--- config.mk ---
export PLATFORM = sky130hd
export DESIGN_NAME = cgra_mem_port_arbiter_flat
export DESIGN_NICKNAME = d
export VERILOG_FILES = /design/src/rtl/cgra_mem_port_arbiter_if.sv /design/src/rtl/cgra_mem_port_arbiter.sv /design/src/flat_wrapper.sv
export SDC_FILE = /design/constraint.sdc
export NUM_CORES = 1
export LEC_CHECK = 0
export ABC_AREA = 1
export BUFFER_PORTS_ARGS = -buffer_cell sky130_fd_sc_hd__clkbuf_2
export CAP_MARGIN = 15
export CORE_AREA = 4 4 155 157
export CTS_BUF_LIST = sky130_fd_sc_hd__clkbuf_4
export CTS_CLUSTER_DIAMETER = 30
export DETAILED_ROUTE_END_ITERATION = 6
export DIE_AREA = 0 0 159 161
export HOLD_SLACK_MARGIN = 0.15
export MAX_ROUTING_LAYER = met4
export SYNTH_ARGS = -nofsm -noshare
export SYNTH_HDL_FRONTEND = slang
export SYNTH_SLANG_ARGS = --single-unit
--- constraint.sdc ---
create_clock -name CGRA_Clock -period 5.2 [get_ports CGRA_Clock]
set_clock_uncertainty 0.05 [all_clocks]
set_input_delay 0.78 -clock CGRA_Clock [delete_from_list [all_inputs] [get_ports CGRA_Clock]]
set_output_delay 0.78 -clock CGRA_Clock [all_outputs]
set_load 0.005 [all_outputs]
--- src/rtl/cgra_mem_port_arbiter_if.sv ---
// Bus bundle between the CGRA memory units, the port arbiter and the shared RAM macro.
// The arbiter takes the slave side. The CGRA and RAM environment takes the master side.
interface cgra_mem_port_arbiter_if #(
  parameter int NUM_PORTS  = 4,
  parameter int ADDR_WIDTH = 32,
  parameter int DATA_WIDTH = 32
);
  logic [NUM_PORTS-1:0]            req;
  logic [NUM_PORTS-1:0]            lock;
  logic [NUM_PORTS-1:0]            w_rq;
  logic [NUM_PORTS*ADDR_WIDTH-1:0] addr;
  logic [NUM_PORTS*DATA_WIDTH-1:0] wdata;
  logic [NUM_PORTS-1:0]            gnt;
  logic [NUM_PORTS-1:0]            rvalid;
  logic [DATA_WIDTH-1:0]           rdata;
  logic [ADDR_WIDTH-1:0]           ram_addr_to_ram;
  logic [DATA_WIDTH-1:0]           ram_data_in_to_ram;
  logic                            ram_w_rq_to_ram;
  logic                            ram_en_to_ram;
  logic [DATA_WIDTH-1:0]           ram_data_out_from_ram;

  modport slave (
    input  req, lock, w_rq, addr, wdata, ram_data_out_from_ram,
    output gnt, rvalid, rdata, ram_addr_to_ram, ram_data_in_to_ram,
           ram_w_rq_to_ram, ram_en_to_ram
  );

  modport master (
    output req, lock, w_rq, addr, wdata, ram_data_out_from_ram,
    input  gnt, rvalid, rdata, ram_addr_to_ram, ram_data_in_to_ram,
           ram_w_rq_to_ram, ram_en_to_ram
  );
endinterface

--- src/rtl/cgra_mem_port_arbiter.sv ---
// Round-robin arbiter that shares one single-port synchronous RAM among NUM_PORTS CGRA memory units.
// It supports a bounded lock and returns tagged read data. CGRA_ARB_PERF_COUNTERS_EN adds grant and stall counters.
module cgra_mem_port_arbiter #(
  parameter int NUM_PORTS  = 4,
  parameter int ADDR_WIDTH = 32,
  parameter int DATA_WIDTH = 32,
  parameter int MAX_LOCK   = 4
) (
  input  logic                   CGRA_Clock,
  input  logic                   CGRA_Reset_n,
  cgra_mem_port_arbiter_if.slave bus
`ifdef CGRA_ARB_PERF_COUNTERS_EN
  ,
  input  logic                   perf_clear,
  output logic [NUM_PORTS*16-1:0] perf_grants,
  output logic [NUM_PORTS*16-1:0] perf_stalls
`endif
);

  localparam int PW = $clog2(NUM_PORTS);
  localparam logic [NUM_PORTS-1:0] ONE_HOT0 = NUM_PORTS'(1);
  localparam logic [3:0] LOCK_MAX = 4'(MAX_LOCK);

  logic [PW-1:0]         ptr_q, ptr_d;
  logic [PW-1:0]         owner_q, owner_d;
  logic                  owner_vld_q, owner_vld_d;
  logic [3:0]            cnt_q, cnt_d;
  logic                  tag_vld_q, tag_vld_d;
  logic [PW-1:0]         tag_idx_q, tag_idx_d;
  logic [ADDR_WIDTH-1:0] ram_addr_q, ram_addr_d;
  logic [DATA_WIDTH-1:0] ram_wdata_q, ram_wdata_d;

  logic                  gnt_any;
  logic [PW-1:0]         gnt_idx;
  logic [PW-1:0]         cand;
  logic                  lock_hit;
  logic [NUM_PORTS-1:0]  gnt_vec;
  logic [ADDR_WIDTH-1:0] addr_arr  [NUM_PORTS];
  logic [DATA_WIDTH-1:0] wdata_arr [NUM_PORTS];

  for (genvar i = 0; i < NUM_PORTS; i++) begin : g_unpack
    assign addr_arr[i]  = bus.addr[i*ADDR_WIDTH +: ADDR_WIDTH];
    assign wdata_arr[i] = bus.wdata[i*DATA_WIDTH +: DATA_WIDTH];
  end

  // Lock owner wins while it still requests and has budget left. Otherwise the search starts at the pointer.
  always_comb begin
    gnt_any  = 1'b0;
    gnt_idx  = '0;
    cand     = '0;
    lock_hit = owner_vld_q && bus.req[owner_q] && (cnt_q < LOCK_MAX);
    if (lock_hit) begin
      gnt_any = 1'b1;
      gnt_idx = owner_q;
    end else begin
      for (int k = NUM_PORTS - 1; k >= 0; k--) begin
        cand = PW'((int'(ptr_q) + k) % NUM_PORTS);
        if (bus.req[cand]) begin
          gnt_any = 1'b1;
          gnt_idx = cand;
        end
      end
    end
  end

  assign gnt_vec                = gnt_any ? (ONE_HOT0 << gnt_idx) : '0;
  assign bus.gnt                = gnt_vec;
  assign bus.ram_en_to_ram      = gnt_any;
  assign bus.ram_w_rq_to_ram    = gnt_any & bus.w_rq[gnt_idx];
  assign bus.ram_addr_to_ram    = ram_addr_d;
  assign bus.ram_data_in_to_ram = ram_wdata_d;
  assign bus.rvalid             = tag_vld_q ? (ONE_HOT0 << tag_idx_q) : '0;
  assign bus.rdata              = tag_vld_q ? bus.ram_data_out_from_ram : '0;

  always_comb begin
    ptr_d       = ptr_q;
    owner_d     = '0;
    owner_vld_d = 1'b0;
    cnt_d       = '0;
    tag_vld_d   = 1'b0;
    tag_idx_d   = gnt_idx;
    ram_addr_d  = ram_addr_q;
    ram_wdata_d = ram_wdata_q;
    if (gnt_any) begin
      ptr_d       = (gnt_idx == PW'(NUM_PORTS - 1)) ? '0 : gnt_idx + 1'b1;
      tag_vld_d   = ~bus.w_rq[gnt_idx];
      ram_addr_d  = addr_arr[gnt_idx];
      ram_wdata_d = wdata_arr[gnt_idx];
      if (bus.lock[gnt_idx]) begin
        owner_vld_d = 1'b1;
        owner_d     = gnt_idx;
        // An exhausted lock that wins again through round-robin starts a fresh budget.
        cnt_d = (owner_vld_q && owner_q == gnt_idx && cnt_q < LOCK_MAX) ? cnt_q + 4'd1 : 4'd1;
      end
    end
  end

  always_ff @(posedge CGRA_Clock or negedge CGRA_Reset_n) begin
    if (!CGRA_Reset_n) begin
      ptr_q       <= '0;
      owner_q     <= '0;
      owner_vld_q <= 1'b0;
      cnt_q       <= '0;
      tag_vld_q   <= 1'b0;
      tag_idx_q   <= '0;
      ram_addr_q  <= '0;
      ram_wdata_q <= '0;
    end else begin
      ptr_q       <= ptr_d;
      owner_q     <= owner_d;
      owner_vld_q <= owner_vld_d;
      cnt_q       <= cnt_d;
      tag_vld_q   <= tag_vld_d;
      tag_idx_q   <= tag_idx_d;
      ram_addr_q  <= ram_addr_d;
      ram_wdata_q <= ram_wdata_d;
    end
  end

`ifdef CGRA_ARB_PERF_COUNTERS_EN
  logic [15:0] grants_q [NUM_PORTS];
  logic [15:0] stalls_q [NUM_PORTS];

  always_ff @(posedge CGRA_Clock or negedge CGRA_Reset_n) begin
    if (!CGRA_Reset_n) begin
      for (int i = 0; i < NUM_PORTS; i++) begin
        grants_q[i] <= '0;
        stalls_q[i] <= '0;
      end
    end else begin
      for (int i = 0; i < NUM_PORTS; i++) begin
        if (perf_clear) begin
          grants_q[i] <= '0;
          stalls_q[i] <= '0;
        end else begin
          if (gnt_vec[i] && grants_q[i] != 16'hFFFF)
            grants_q[i] <= grants_q[i] + 16'd1;
          if (bus.req[i] && !gnt_vec[i] && stalls_q[i] != 16'hFFFF)
            stalls_q[i] <= stalls_q[i] + 16'd1;
        end
      end
    end
  end

  for (genvar i = 0; i < NUM_PORTS; i++) begin : g_perf
    assign perf_grants[i*16 +: 16] = grants_q[i];
    assign perf_stalls[i*16 +: 16] = stalls_q[i];
  end
`endif

endmodule

--- src/flat_wrapper.sv ---
// flat-port wrapper written by rule: the top's interface ports become plain ports
module cgra_mem_port_arbiter_flat 
#(
  parameter int NUM_PORTS  = 4,
  parameter int ADDR_WIDTH = 32,
  parameter int DATA_WIDTH = 32,
  parameter int MAX_LOCK   = 4
)
  (CGRA_Clock, CGRA_Reset_n, bus_req, bus_lock, bus_w_rq, bus_addr, bus_wdata, bus_ram_data_out_from_ram, bus_gnt, bus_rvalid, bus_rdata, bus_ram_addr_to_ram, bus_ram_data_in_to_ram, bus_ram_w_rq_to_ram, bus_ram_en_to_ram);
  cgra_mem_port_arbiter_if #(.NUM_PORTS(NUM_PORTS), .ADDR_WIDTH(ADDR_WIDTH), .DATA_WIDTH(DATA_WIDTH)) bus_i ();
  input  logic CGRA_Clock;
  input  logic CGRA_Reset_n;
  input wire logic [$bits(bus_i.req)-1:0] bus_req;
  input wire logic [$bits(bus_i.lock)-1:0] bus_lock;
  input wire logic [$bits(bus_i.w_rq)-1:0] bus_w_rq;
  input wire logic [$bits(bus_i.addr)-1:0] bus_addr;
  input wire logic [$bits(bus_i.wdata)-1:0] bus_wdata;
  input wire logic [$bits(bus_i.ram_data_out_from_ram)-1:0] bus_ram_data_out_from_ram;
  output wire logic [$bits(bus_i.gnt)-1:0] bus_gnt;
  output wire logic [$bits(bus_i.rvalid)-1:0] bus_rvalid;
  output wire logic [$bits(bus_i.rdata)-1:0] bus_rdata;
  output wire logic [$bits(bus_i.ram_addr_to_ram)-1:0] bus_ram_addr_to_ram;
  output wire logic [$bits(bus_i.ram_data_in_to_ram)-1:0] bus_ram_data_in_to_ram;
  output wire logic [$bits(bus_i.ram_w_rq_to_ram)-1:0] bus_ram_w_rq_to_ram;
  output wire logic [$bits(bus_i.ram_en_to_ram)-1:0] bus_ram_en_to_ram;
  assign bus_i.req = bus_req;
  assign bus_i.lock = bus_lock;
  assign bus_i.w_rq = bus_w_rq;
  assign bus_i.addr = bus_addr;
  assign bus_i.wdata = bus_wdata;
  assign bus_i.ram_data_out_from_ram = bus_ram_data_out_from_ram;
  assign bus_gnt = bus_i.gnt;
  assign bus_rvalid = bus_i.rvalid;
  assign bus_rdata = bus_i.rdata;
  assign bus_ram_addr_to_ram = bus_i.ram_addr_to_ram;
  assign bus_ram_data_in_to_ram = bus_i.ram_data_in_to_ram;
  assign bus_ram_w_rq_to_ram = bus_i.ram_w_rq_to_ram;
  assign bus_ram_en_to_ram = bus_i.ram_en_to_ram;
  cgra_mem_port_arbiter #(.NUM_PORTS(NUM_PORTS), .ADDR_WIDTH(ADDR_WIDTH), .DATA_WIDTH(DATA_WIDTH), .MAX_LOCK(MAX_LOCK)) u_core (.CGRA_Clock(CGRA_Clock), .CGRA_Reset_n(CGRA_Reset_n), .bus(bus_i));
endmodule
# Word-level counts from Yosys, hierarchy flattened
# Cells that the tools add are included.
dict set report op_classes {
  n_lt_le_gt_ge 8
  muxes 44
  reduce_logical 4
  bitwise_logic 3
  n_addsub 5
  eq_ne 2
  div 0
  shift 2
  n_mul 0
}
# cell count
set op_table {}
lappend op_table {{$mux 32} 7}
lappend op_table {{$bmux 32 s2} 2}
lappend op_table {{$mux 4} 5}
lappend op_table {{$lt 2x3->1 const B} 6}
lappend op_table {{$mux 2} 8}
lappend op_table {{$mux 1} 15}
lappend op_table {{$bmux 1 s2} 7}
lappend op_table {{$shl 1x2->4 const A} 2}
lappend op_table {{$add 2x1->2 const B} 2}
lappend op_table {{$add 2x2->2 const B} 2}
lappend op_table {{$add 4x1->4 const B} 1}
lappend op_table {{$logic_and 1x1->1} 4}
lappend op_table {{$lt 4x3->1 const B} 1}
lappend op_table {{$ge 3x3->1 const B} 1}
lappend op_table {{$not 2->3} 1}
lappend op_table {{$eq 2x2->1} 1}
lappend op_table {{$eq 2x2->1 const B} 1}
lappend op_table {{$and 1x1->1} 1}
lappend op_table {{$not 1->1} 1}
dict set report totals {
  in_bits 302
  output_inout_bits 106
  mem_bits_rw 0
  romBits 0
  word_cells 76
  memories 0
  latchBits 0
  reg_bits 76
}

# Logic depth before layout (Yosys ltp)
# Gate-level depths: netlist of run 1.
dict set report depth {
  ltp_word 14
  mapped_depth 17
  depth_no_buf 14
}

# Worst setup path before layout of run 1
# No wires, ideal clock.
dict set report synth_timing {
  path_type {input port to output port}
  from {input port bus_req[1]}
  to {output port bus_ram_data_in_to_ram[24]}
  path_slack_ps 2163
  path_stages 14
  arrival_ps 2207
  path_cell_list {inv_1 nand2_1 nand3_1 nand2_1 nand2_1 inv_1 nand2_1 clkbuf_1 buf_1 nand3_1 nand3_1 nand2_1 nand2_1 nand2_1}
}
dict set report synth_between {
  elab_chain_len 12
  word_cells_on_any_way 27
  classes_between {mux (24); bitwise (1); reduce/logical (2)}
}
# element line
set synth_rtl {}
lappend synth_rtl {{start: declaration} flat_wrapper.sv:13} ;# input wire logic [$bits(bus_i.req)-1:0] bus_req;
lappend synth_rtl {{$bmux 1 s2} cgra_mem_port_arbiter.sv:58} ;# if (bus.req[cand]) begin
lappend synth_rtl {{$mux 1 (implied by the code)} cgra_mem_port_arbiter.sv:58}
lappend synth_rtl {{$mux 2 (4 in series)} cgra_mem_port_arbiter.sv:58}
lappend synth_rtl {{$mux 2} cgra_mem_port_arbiter.sv:52} ;# if (lock_hit) begin
lappend synth_rtl {{$not 2->3 (implied by the code)} cgra_mem_port_arbiter.sv:88} ;# ram_wdata_d = wdata_arr[gnt_idx];
lappend synth_rtl {{$bmux 32 s2} cgra_mem_port_arbiter.sv:88}
lappend synth_rtl {{$mux 32 (implied by the code) (2 in series)} cgra_mem_port_arbiter.sv:88}
lappend synth_rtl {{$mux 32 (*)} cgra_mem_port_arbiter.sv:84} ;# if (gnt_any) begin
lappend synth_rtl {{end: declaration} flat_wrapper.sv:23} ;# output wire logic [$bits(bus_i.ram_data_in_to_ram)-1:0] bus_ram_data_in_to_ram;
# Every way passes the cells marked *; elsewhere a longest branch is shown, timed or not. The select of a mux whose other input is x is not followed.

# Worst setup path after layout of run 1
dict set report layout_timing {
  from {register u_core.ptr_q[0]}
  to {output port bus_ram_data_in_to_ram[5]}
}
dict set report layout_between {
  elab_chain_len 13
  word_cells_on_any_way 26
  classes_between {add/sub (3); mux (22); bitwise (1)}
}
# element line
set layout_rtl {}
lappend layout_rtl {{start: declaration} cgra_mem_port_arbiter.sv:24} ;# logic [PW-1:0] ptr_q, ptr_d;
lappend layout_rtl {{start signal: assignment} cgra_mem_port_arbiter.sv:109} ;# ptr_q <= ptr_d;
lappend layout_rtl {{$add 2x2->2} cgra_mem_port_arbiter.sv:57} ;# cand = PW'((int'(ptr_q) + k) % NUM_PORTS);
lappend layout_rtl {{$bmux 1 s2} cgra_mem_port_arbiter.sv:58}
lappend layout_rtl {{$mux 1 (implied by the code)} cgra_mem_port_arbiter.sv:58}
lappend layout_rtl {{$mux 2 (4 in series)} cgra_mem_port_arbiter.sv:58}
lappend layout_rtl {{$mux 2} cgra_mem_port_arbiter.sv:52}
lappend layout_rtl {{$not 2->3 (implied by the code)} cgra_mem_port_arbiter.sv:88}
lappend layout_rtl {{$bmux 32 s2} cgra_mem_port_arbiter.sv:88}
lappend layout_rtl {{$mux 32 (implied by the code) (2 in series)} cgra_mem_port_arbiter.sv:88}
lappend layout_rtl {{$mux 32 (*)} cgra_mem_port_arbiter.sv:84}
# Marked as above.

==> reports/qor.csv, run 1 <==
stage;metric;value;unit
sta;fin crit share;87.1;%
place;worst slack at placement;823;ps
clock_network;CTS clk-pin slew, worst paths;140;ps
worst_setup_path;CP peak stage delay;640;ps
sta;Setup WS post-layout;673;ps
flow_run;max_cap viols;0;
synth;Yosys reg bits;76;
synth;EDFF count, synth;0;
clock_network;clock latency on the worst-skew pair;450;ps
sta;Max Clock Freq;221;MHz
sta;RSZ-0062 raised after global routing;no;
clock_network;CTS resizes;0;
worst_setup_path;Critical-path top delay cell;dfrtp_1;
synth;Seq/Total Area, Yosys;27.9;%
worst_setup_path;Critical Path Sink Type;primary output;
worst_setup_path;r2r setup slk;1910;ps
synth;Yosys top cell by area;dfrtp_1;
floorplan;die footprint;25600;µm²
worst_setup_path;CP Max Fanout;50;
worst_setup_path;CP bufs+invs;3;
synth;top cells by count, synth;nand2_1 (465), inv_1 (306), nand3_1 (274);
routing;Initial DRC Count;399;
place;Placement Cell Area;8970;µm²
synth;top-count cell post-synth;nand2_1;
synth;top cells by area, synth;dfrtp_1 (28%), nand2_1 (26%), nand3_1 (20%), inv_1 (17%), buf_2 (1.8%);
clock_network;clock sinks;76;
clock_network;Post-CTS Setup Bufs;0;
worst_setup_path;crit start category;register;
place;DP HPWL;19.0;mm
grt;vias in the first global route;8411;
floorplan;Std-Cell Rows;55;
synth;area share of the largest cell type after synthesis;27.9;%
worst_setup_path;Reg2Reg Depth;14;
routing;Detailed Route WL;25.5;mm
layout;share of layout cells above drive strength 1;27.8;%
floorplan;Die Ht;161;µm
place;Port Buf Inserts;407;
floorplan;IO Count;408;
sta;setup TNS;0;ps
power_and_ir_drop;leak pwr;6.45;nW
power_and_ir_drop;pwr dens;776;nW/µm²
layout;fin nets;1905;
worst_setup_path;Critical Path AT;3700;ps
clock_network;root buf cell;clkbuf_4;
layout;filler instances;2530;
sta;Slew HR;38.2;%
floorplan;Horiz. Die Dim;159;µm
clock_network;cts hold-fix bufs;0;
routing;vias;8600;
worst_setup_path;capturing point of the worst reg2reg path;u_core.ram_wdata_q[5];
synth;Cell Area, Synth;6810;µm²
synth;Post-Syn Area per Cell;5.48;µm²
synth;synth warn;0;
synth;Top FF cell, synth;dfrtp_1;
clock_network;CTS max path bufs;2;
place;RePlAce Congestion;0.891;
sta;final hold vios;0;
worst_setup_path;CP Data Required Time;4370;ps
outcome;status;finished, final reports clean;
grt;Total GRT Usage;20.0;%
worst_setup_path;delay-heaviest family, CP;simple AND/OR/NAND/NOR gates;
power_and_ir_drop;Tot Pwr;7.11;mW
layout;Area Growth Syn to Fin;34.3;%
clock_network;H-tree levels;3;
hold_path;hold crit path type;in2async;
worst_setup_path;critical path type;reg2out;
grt;first-pass GRT wire length;41.3;mm
routing;vias per cell;4.55;
worst_setup_path;Critical R2R Launch;u_core.ptr_q[0];
routing;post-route ant nets;0;
grt;initial antenna violation count;1;
clock_network;CTS tree;yes;
worst_setup_path;cell chain of the critical path;inv_1, nand2_1, nand2_1, nand2_1, nand3_2, nand3_1, nand3_4, nand2_8, buf_4, nand2_1, nand3_1, nand2_1, nand2_1, nand2_1, clkbuf_2;
floorplan;Initial Utilization;30.3;%
grt;largest net degree at the start of global routing;77;
sta;Slew Viols, Final;0;
power_and_ir_drop;Peak supply drop;0.000394;V
grt;GRT overflow;0;
layout;Finished Cell Area;9150;µm²
sta;Slew @ Worst Pin;927;ps
sta;minimum clock period;4530;ps
synth;syn_nets;1551;
routing;Pre-antenna DRT Iters;5;
synth;Yosys cell types;24;
clock_network;total CTS buffers;9;
floorplan;Core ar.;22500;µm²
worst_setup_path;most frequent CP cell;nand2_1;
routing;Wirelength per Cell;13.5;µm
synth;cells after synthesis;1244;
synth;async set-or-reset flop fraction in the synthesized netlist;100;%
routing;# DRC;0;
sta;setup violators final;0;
[worst max-delay path by stage]
stage	startpoint	to	slack, ps	cells past startpoint
final	u_core.ptr_q[0]	bus_ram_data_in_to_ram[5]	670	15
after global routing	u_core.ptr_q[0]	bus_ram_data_in_to_ram[1]	200	15
after CTS	u_core.ptr_q[0]	bus_ram_addr_to_ram[3]	430	15
after detailed placement	bus_req[3]	bus_ram_data_in_to_ram[0]	820	16
after global placement	bus_req[3]	bus_ram_addr_to_ram[3]	860	16
after floorplan	bus_req[1]	bus_ram_data_in_to_ram[24]	2160	14
[placed cells by master, fill, tap and decap left out]
cell / n
nor2_1: 17
nand3_1: 274
a21oi_1: 1
nand2_1: 463
nand2_4: 1
buf_12: 3
nand3_4: 1
nand2_8: 1
nor3b_1: 1
buf_4: 8
inv_6: 1
buf_16: 1
o21ai_2: 1
conb_1: 1
ha_1: 5
bufinv_16: 1
a211oi_1: 1
nand3_2: 1
o21ai_1: 3
inv_2: 4
clkinvlp_4: 2
clkinv_2: 2
nor3_1: 4
diode_2: 1
clkbuf_2: 406
dfrtp_1: 76
nand2_2: 2
nand4_1: 2
a21boi_1: 1
inv_1: 306
o21ai_0: 3
clkbuf_4: 10
[per-layer routing]
metal / share of wire [%] / routed length [µm] / GRT usage, % / vias up
met3: 6.9 / 1760 / 3.55 / 33
met4: 2.4 / 609 / 6.59 / 0
li1: - / - / - / 4381
met5: 0 / 0 / - / -
met1: 41 / 10500 / 23.5 / 3848
met2: 50 / 12700 / 34.8 / 338
[kinds of logic after synthesis]
kind of cell	synth area share [%]
flip-flops	27.9
adder cells (fa/ha/maj)	0.918
buffers and inverters	22.5
other	0.0550
AND/OR/NAND/NOR	47.8
AO/OA/AOI/OAI	0.863
[per-stage QoR]
step | cells | hold WS (ps) | util, %
6_report | 1889 | 230 | 40.7
5_1_grt | 1889 | 229 | 40.7
4_1_cts | 1887 | 441 | 40.5
3_5_place_dp | 1871 | 410 | 39.9
3_3_place_gp | 1871 | 408 | 39.9
2_1_floorplan | 1244 | 416 | -
[state kept, by name, indices dropped and copies added (netlist names)]
signal / count
u_core.tag_idx_q: 2
u_core.ram_wdata_q: 32
u_core.owner_vld_q: 1
u_core.owner_q: 2
u_core.cnt_q: 4
u_core.ram_addr_q: 32
u_core.ptr_q: 2
u_core.tag_vld_q: 1
[power by group]
part / internal (mW) / total, mW / switching [mW]
Clock: 0.152 / 0.394 / 0.242
Combinational: 1.96 / 5.64 / 3.68
Sequential: 0.938 / 1.07 / 0.134
Total: 3.05 / 7.11 / 4.06
[cell type report]
type | instances | area, µm² | share of cell area [%]
Clock inverter | 6 | 63.8 | 0.697
Clock buffer | 10 | 75.1 | 0.820
Inverter | 310 | 1160 | 12.7
Tap cell | 285 | 357 | 3.90
Timing Repair Buffer | 418 | 2180 | 23.8
Sequential cell | 76 | 1900 | 20.8
Multi-Input combinational cell | 783 | 3410 | 37.3
Antenna cell | 1 | 2.50 | 0.0273
Power figures use the tool's default switching activity.
==> run 2, diff against run 1 <==
--- a/config.mk
+++ b/config.mk
@@ -6,7 +6,7 @@
 export NUM_CORES = 1
 export LEC_CHECK = 0
 export ABC_AREA = 1
-export BUFFER_PORTS_ARGS = -buffer_cell sky130_fd_sc_hd__clkbuf_2
+export BUFFER_PORTS_ARGS = -buffer_cell sky130_fd_sc_hd__buf_4
 export CAP_MARGIN = 15
 export CORE_AREA = 4 4 155 157
 export CTS_BUF_LIST = sky130_fd_sc_hd__clkbuf_4
==> run 2 against run 1 <==
Against the previous run:
- combinational power rose by 11%
- core utilization rose by 4.4 points
- via count fell by 1.5%
- first-iteration DRC count fell by 4.3%
- cell area rose by 11%
- die area did not move
- maximum frequency rose by 8.5%
- critical path depth did not move
- count of clock-buffer cells in the layout did not move
- sequential share of layout area fell by 2.0 points
==> reports/qor.csv, run 2 (same netlist as run 1, synthesis figures left out) <==
stage;metric;value;unit
clock_network;CTS clk-pin slew, worst paths;150;ps
sta;RSZ-0062 raised after global routing;no;
worst_setup_path;CP Max Fanout;67;
layout;share of layout cells above drive strength 1;27.7;%
grt;GRT overflow;0;
worst_setup_path;Reg2Reg Depth;11;
routing;Initial DRC Count;382;
routing;vias per cell;4.49;
sta;minimum clock period;4170;ps
worst_setup_path;r2r setup slk;2270;ps
place;Port Buf Inserts;407;
sta;setup violators final;0;
sta;setup TNS;0;ps
floorplan;IO Count;408;
place;worst slack at placement;1130;ps
clock_network;clock sinks;76;
power_and_ir_drop;pwr dens;764;nW/µm²
sta;Slew HR;38.6;%
layout;Area Growth Syn to Fin;49.0;%
flow_run;max_cap viols;0;
worst_setup_path;CP peak stage delay;650;ps
layout;fin util;45.1;%
layout;Largest regs;u_core.ram_addr_q: 32 flops, u_core.ram_wdata_q: 32 flops, u_core.cnt_q: 4 flops;
routing;post-route ant nets;0;
power_and_ir_drop;leak pwr;6.72;nW
power_and_ir_drop;Peak supply drop;0.000542;V
clock_network;root buf cell;clkbuf_4;
worst_setup_path;crit start category;register;
grt;first-pass GRT wire length;43.2;mm
floorplan;Initial Utilization;30.3;%
clock_network;H-tree levels;3;
floorplan;die footprint;25600;µm²
worst_setup_path;Critical Path AT;3340;ps
clock_network;Post-CTS Setup Bufs;0;
layout;most frequent cells in the layout;nand2_1 (463), buf_4 (415), inv_1 (306), nand3_1 (274), dfrtp_1 (76);
layout;fin nets;1905;
routing;Pre-antenna DRT Iters;4;
sta;final hold vios;0;
clock_network;CTS max path bufs;2;
worst_setup_path;cell chain of the critical path;inv_1, nand2_1, nand2_1, nand2_1, nand3_2, nand2_1, nand2_1, nand3_4, buf_4, nand3_1, nand3_1, nand2_1, nand2_1, nand2_1, buf_4;
worst_setup_path;CP Data Required Time;4370;ps
grt;vias in the first global route;8278;
worst_setup_path;Setup crit start;u_core.ptr_q[0];
clock_network;CTS tree;yes;
sta;Slew Viols, Final;0;
grt;initial antenna violation count;1;
clock_network;total CTS buffers;9;
worst_setup_path;critical path type;reg2out;
routing;Detailed Route WL;27.3;mm
floorplan;Die Ht;161;µm
sta;Min Hold Slack;211;ps
floorplan;Std-Cell Rows;55;
sta;Slew @ Worst Pin;921;ps
clock_network;CTS resizes;0;
sta;Max Clock Freq;240;MHz
sta;Setup WS post-layout;1030;ps
routing;# DRC;0;
clock_network;clock latency on the worst-skew pair;430;ps
floorplan;Horiz. Die Dim;159;µm
worst_setup_path;Critical Path Sink Type;primary output;
grt;largest net degree at the start of global routing;82;
worst_setup_path;most frequent CP cell;nand2_1;
routing;Wirelength per Cell;14.5;µm
routing;vias;8475;
worst_setup_path;capturing point of the worst reg2reg path;u_core.ram_wdata_q[29];
grt;Total GRT Usage;21.2;%
hold_path;hold crit path type;in2async;
place;DP HPWL;20.0;mm
place;RePlAce Congestion;0.921;
power_and_ir_drop;Tot Pwr;7.76;mW
worst_setup_path;Critical R2R Launch;u_core.cnt_q[3];
worst_setup_path;Critical-path top delay cell;dfrtp_1;
layout;commonest non-fill, non-tap cell in the layout;nand2_1;
outcome;status;finished, final reports clean;
clock_network;cts hold-fix bufs;0;
sta;fin crit share;80.3;%
floorplan;Core ar.;22500;µm²
-- run 2: critical path: cells and delay by family, from the launching register on --
family / cells / cell delay, ps
and+or+nand+nor: 12 / 1250
DFF: 1 / 650
buffers and inverters: 3 / 980
-- run 2: report_power, final --
group / switching (mW) / total (mW) / internal [mW] / leakage [nW]
Clock: 0.228 / 0.425 / 0.196 / 0.0822
Combinational: 3.77 / 6.26 / 2.49 / 5.73
Sequential: 0.134 / 1.07 / 0.939 / 0.907
Total: 4.13 / 7.76 / 3.63 / 6.72
-- run 2: stage by stage --
stage                     instance area [µm²]  std cells
after floorplan                          6810       1244
after global placement                  10000       1872
after detailed placement                10000       1872
after CTS                               10200       1887
after global routing                    10200       1888
final                                   10200       1888
-- run 2: worst max-delay path by stage --
stage                                  to  slack [ps]  cells past startpoint
3_5_place_dp   bus_ram_data_in_to_ram[29]        1130                     16
3_3_place_gp   bus_ram_data_in_to_ram[29]        1180                     16
4_1_cts        bus_ram_data_in_to_ram[29]         920                     12
5_1_grt        bus_ram_data_in_to_ram[22]         560                     12
2_1_floorplan  bus_ram_data_in_to_ram[24]        2160                     14
6_report       bus_ram_data_in_to_ram[31]        1030                     15
-- run 2: layout make-up --
cell class	count	area (µm²)
multi-input combinational	783	3400
inverter	310	1160
timing repair buffer	418	3180
sequential	76	1900
clock inverter	5	77.6
clock buffer	10	75.1
fill	2425	12300
antenna	1	2.50
tap	285	357
-- run 2: routing by layer --
metal  vias to the layer above  track usage, %  part of all wire, %
met2                       373            35.3                   48
met1                      3676            25.2                   41
met4                         0            8.64                  3.5
met5                         -               -                    0
li1                       4371               -                    -
met3                        55            4.29                  7.3
==> run 3, diff against run 2 <==
==> constraint.sdc (replaced) <==
create_clock -name CGRA_Clock -period 3.67 [get_ports CGRA_Clock]
set_clock_uncertainty 0.05 [all_clocks]
set_input_delay 0.5505 -clock CGRA_Clock [delete_from_list [all_inputs] [get_ports CGRA_Clock]]
set_output_delay 0.5505 -clock CGRA_Clock [all_outputs]
set_load 0.005 [all_outputs]
==> run 3 against run 2 <==
Against the previous run:
- combinational power increased by 47%
- register-to-register slack worse by 1000 ps
- critical endpoint is now bus_ram_addr_to_ram[0]
- power rose by 46%
- die area stayed put
- core utilization rose by 0.59 points
- worst setup slack got worse by 770 ps
- flip-flop and latch count stayed put
- global-route usage shrank 0.66 points
- clock power grew 39%
- cell area increased by 1.3%
==> reports/qor.csv, run 3 (same netlist as run 1, synthesis figures left out) <==
stage;metric;value;unit
layout;Layout Cells excl Fill;1897;
routing;# DRC;0;
sta;minimum clock period;3420;ps
sta;final hold vios;0;
routing;vias per cell;4.54;
routing;post-route ant nets;0;
routing;Wirelength per Cell;14.4;µm
grt;initial antenna violation count;2;
clock_network;CTS max path bufs;2;
power_and_ir_drop;pwr dens;1100;nW/µm²
power_and_ir_drop;Peak supply drop;0.000599;V
clock_network;H-tree levels;3;
sta;Slew HR;39.4;%
grt;vias in the first global route;7984;
routing;Pre-antenna DRT Iters;5;
layout;Area Growth Syn to Fin;51.0;%
layout;multi-input logic area;3400;µm²
worst_setup_path;crit start category;register;
flow_run;max_cap viols;0;
place;RePlAce Congestion;0.880;
worst_setup_path;Critical R2R Launch;u_core.owner_q[0];
worst_setup_path;Critical Path Sink Type;primary output;
floorplan;Initial Utilization;30.3;%
routing;Initial DRC Count;427;
routing;vias;8605;
floorplan;Std-Cell Rows;55;
place;DP HPWL;20.0;mm
grt;Total GRT Usage;20.5;%
place;DP Cell Count;1877;
layout;most frequent cells in the layout;nand2_1 (463), buf_4 (419), inv_1 (305), nand3_1 (274), dfrtp_1 (75);
place;Port Buf Inserts;407;
clock_network;CTS tree;yes;
floorplan;die footprint;25600;µm²
grt;first-pass GRT wire length;42.2;mm
clock_network;clock latency on the worst-skew pair;450;ps
worst_setup_path;Setup crit start;u_core.ptr_q[0];
layout;filler instances;2441;
worst_setup_path;Critical Path AT;2820;ps
layout;fin nets;1914;
layout;share of layout cells above drive strength 1;28.2;%
sta;RSZ-0062 raised after global routing;no;
outcome;status;finished, final reports clean;
sta;Slew @ Worst Pin;909;ps
layout;register area;1900;µm²
routing;Detailed Route WL;27.3;mm
layout;Largest regs;u_core.ram_addr_q: 32 flops, u_core.ram_wdata_q: 32 flops, u_core.cnt_q: 4 flops;
floorplan;Core ar.;22500;µm²
worst_setup_path;CP Data Required Time;3070;ps
worst_setup_path;CP Max Fanout;53;
clock_network;clock sinks;76;
hold_path;hold crit path type;in2reg;
floorplan;Die Ht;161;µm
worst_setup_path;critical path type;reg2out;
worst_setup_path;CP peak stage delay;530;ps
layout;fin util;45.7;%
sta;setup TNS;0;ps
clock_network;root buf cell;clkbuf_4;
grt;GRT overflow;0;
sta;fin crit share;93.1;%
worst_setup_path;most frequent CP cell;nand2_1;
sta;Max Clock Freq;293;MHz
worst_setup_path;cell chain of the critical path;buf_4, nand2_1, nand2_1, nand2_1, nand3_2, nand2_1, nand2_1, nand3_4, nand2_4, buf_12, nand2_1, nand3_1, nand2_1, nand2_1, nand2_1, buf_4;
layout;commonest non-fill, non-tap cell in the layout;nand2_1;
floorplan;Horiz. Die Dim;159;µm
clock_network;total CTS buffers;9;
power_and_ir_drop;leak pwr;6.78;nW
sta;Slew Viols, Final;0;
grt;largest net degree at the start of global routing;83;
hold_path;hold path startpoint;bus_lock[2];
worst_setup_path;Critical-path top delay cell;dfrtp_2;
clock_network;CTS clk-pin slew, worst paths;140;ps
floorplan;IO Count;408;
sta;setup violators final;0;
-- run 3: metal layers --
layer	routed length, µm	global-route usage [%]
met3	2110	4.64
met2	13300	34.2
met1	11300	25.3
met4	529	5.17
met5	0	-
-- run 3: area by class of cell --
type | instances | share of cell area [%]
tap | 285 | 3.47
antenna | 2 | 0.0486
multi-input combinational | 783 | 33.1
clock inverter | 5 | 0.766
sequential | 76 | 18.5
clock buffer | 9 | 0.657
inverter | 310 | 11.3
timing repair buffer | 427 | 32.2
-- run 3: through the flow --
step | total power, mW | hold WS [ps] | setup slack, ps | area [µm²]
2_1_floorplan | 6.79 | 205 | 1090 | 6810
3_3_place_gp | 10.6 | 410 | 453 | 10100
3_5_place_dp | 10.6 | 412 | 380 | 10100
4_1_cts | 11.3 | 308 | 138 | 10200
5_1_grt | 12.6 | 321 | 9.70 | 10300
6_report | 11.3 | 354 | 253 | 10300
-- run 3: worst max-delay path, delay by kind of cell (launching register included) --
family	cells	cell delay [ps]
buffers and inverters	3	550
DFF	1	530
and+or+nand+nor	13	1230
-- run 3: power breakdown --
group          switching, mW  leakage [nW]  internal (mW)
sequential             0.189         0.906           1.33
clock                  0.322        0.0816          0.268
combinational           5.48          5.80           3.74
total                   5.99          6.78           5.34
-- run 3: path summary, 6_finish.rpt --
check,cells past startpoint,endpoint,slack (ps)
setup / recovery,16,bus_ram_addr_to_ram[0],250
hold / removal,3,u_core.owner_q[1],350
setup reg to reg,12,u_core.cnt_q[2],1270
hold reg to reg,2,u_core.ram_wdata_q[30],440
max in group asynchronous,3,u_core.ram_addr_q[24],2200
min in group asynchronous,2,u_core.ram_wdata_q[16],620
-- run 3: repair_timing --
action	in CTS	in global routing
gates resized for setup	2	6
gates cloned	0	1
endpoints found under the setup margin	30	44
endpoints found under the hold margin	44	0
hold buffers	1	0
buffers inserted	0	2
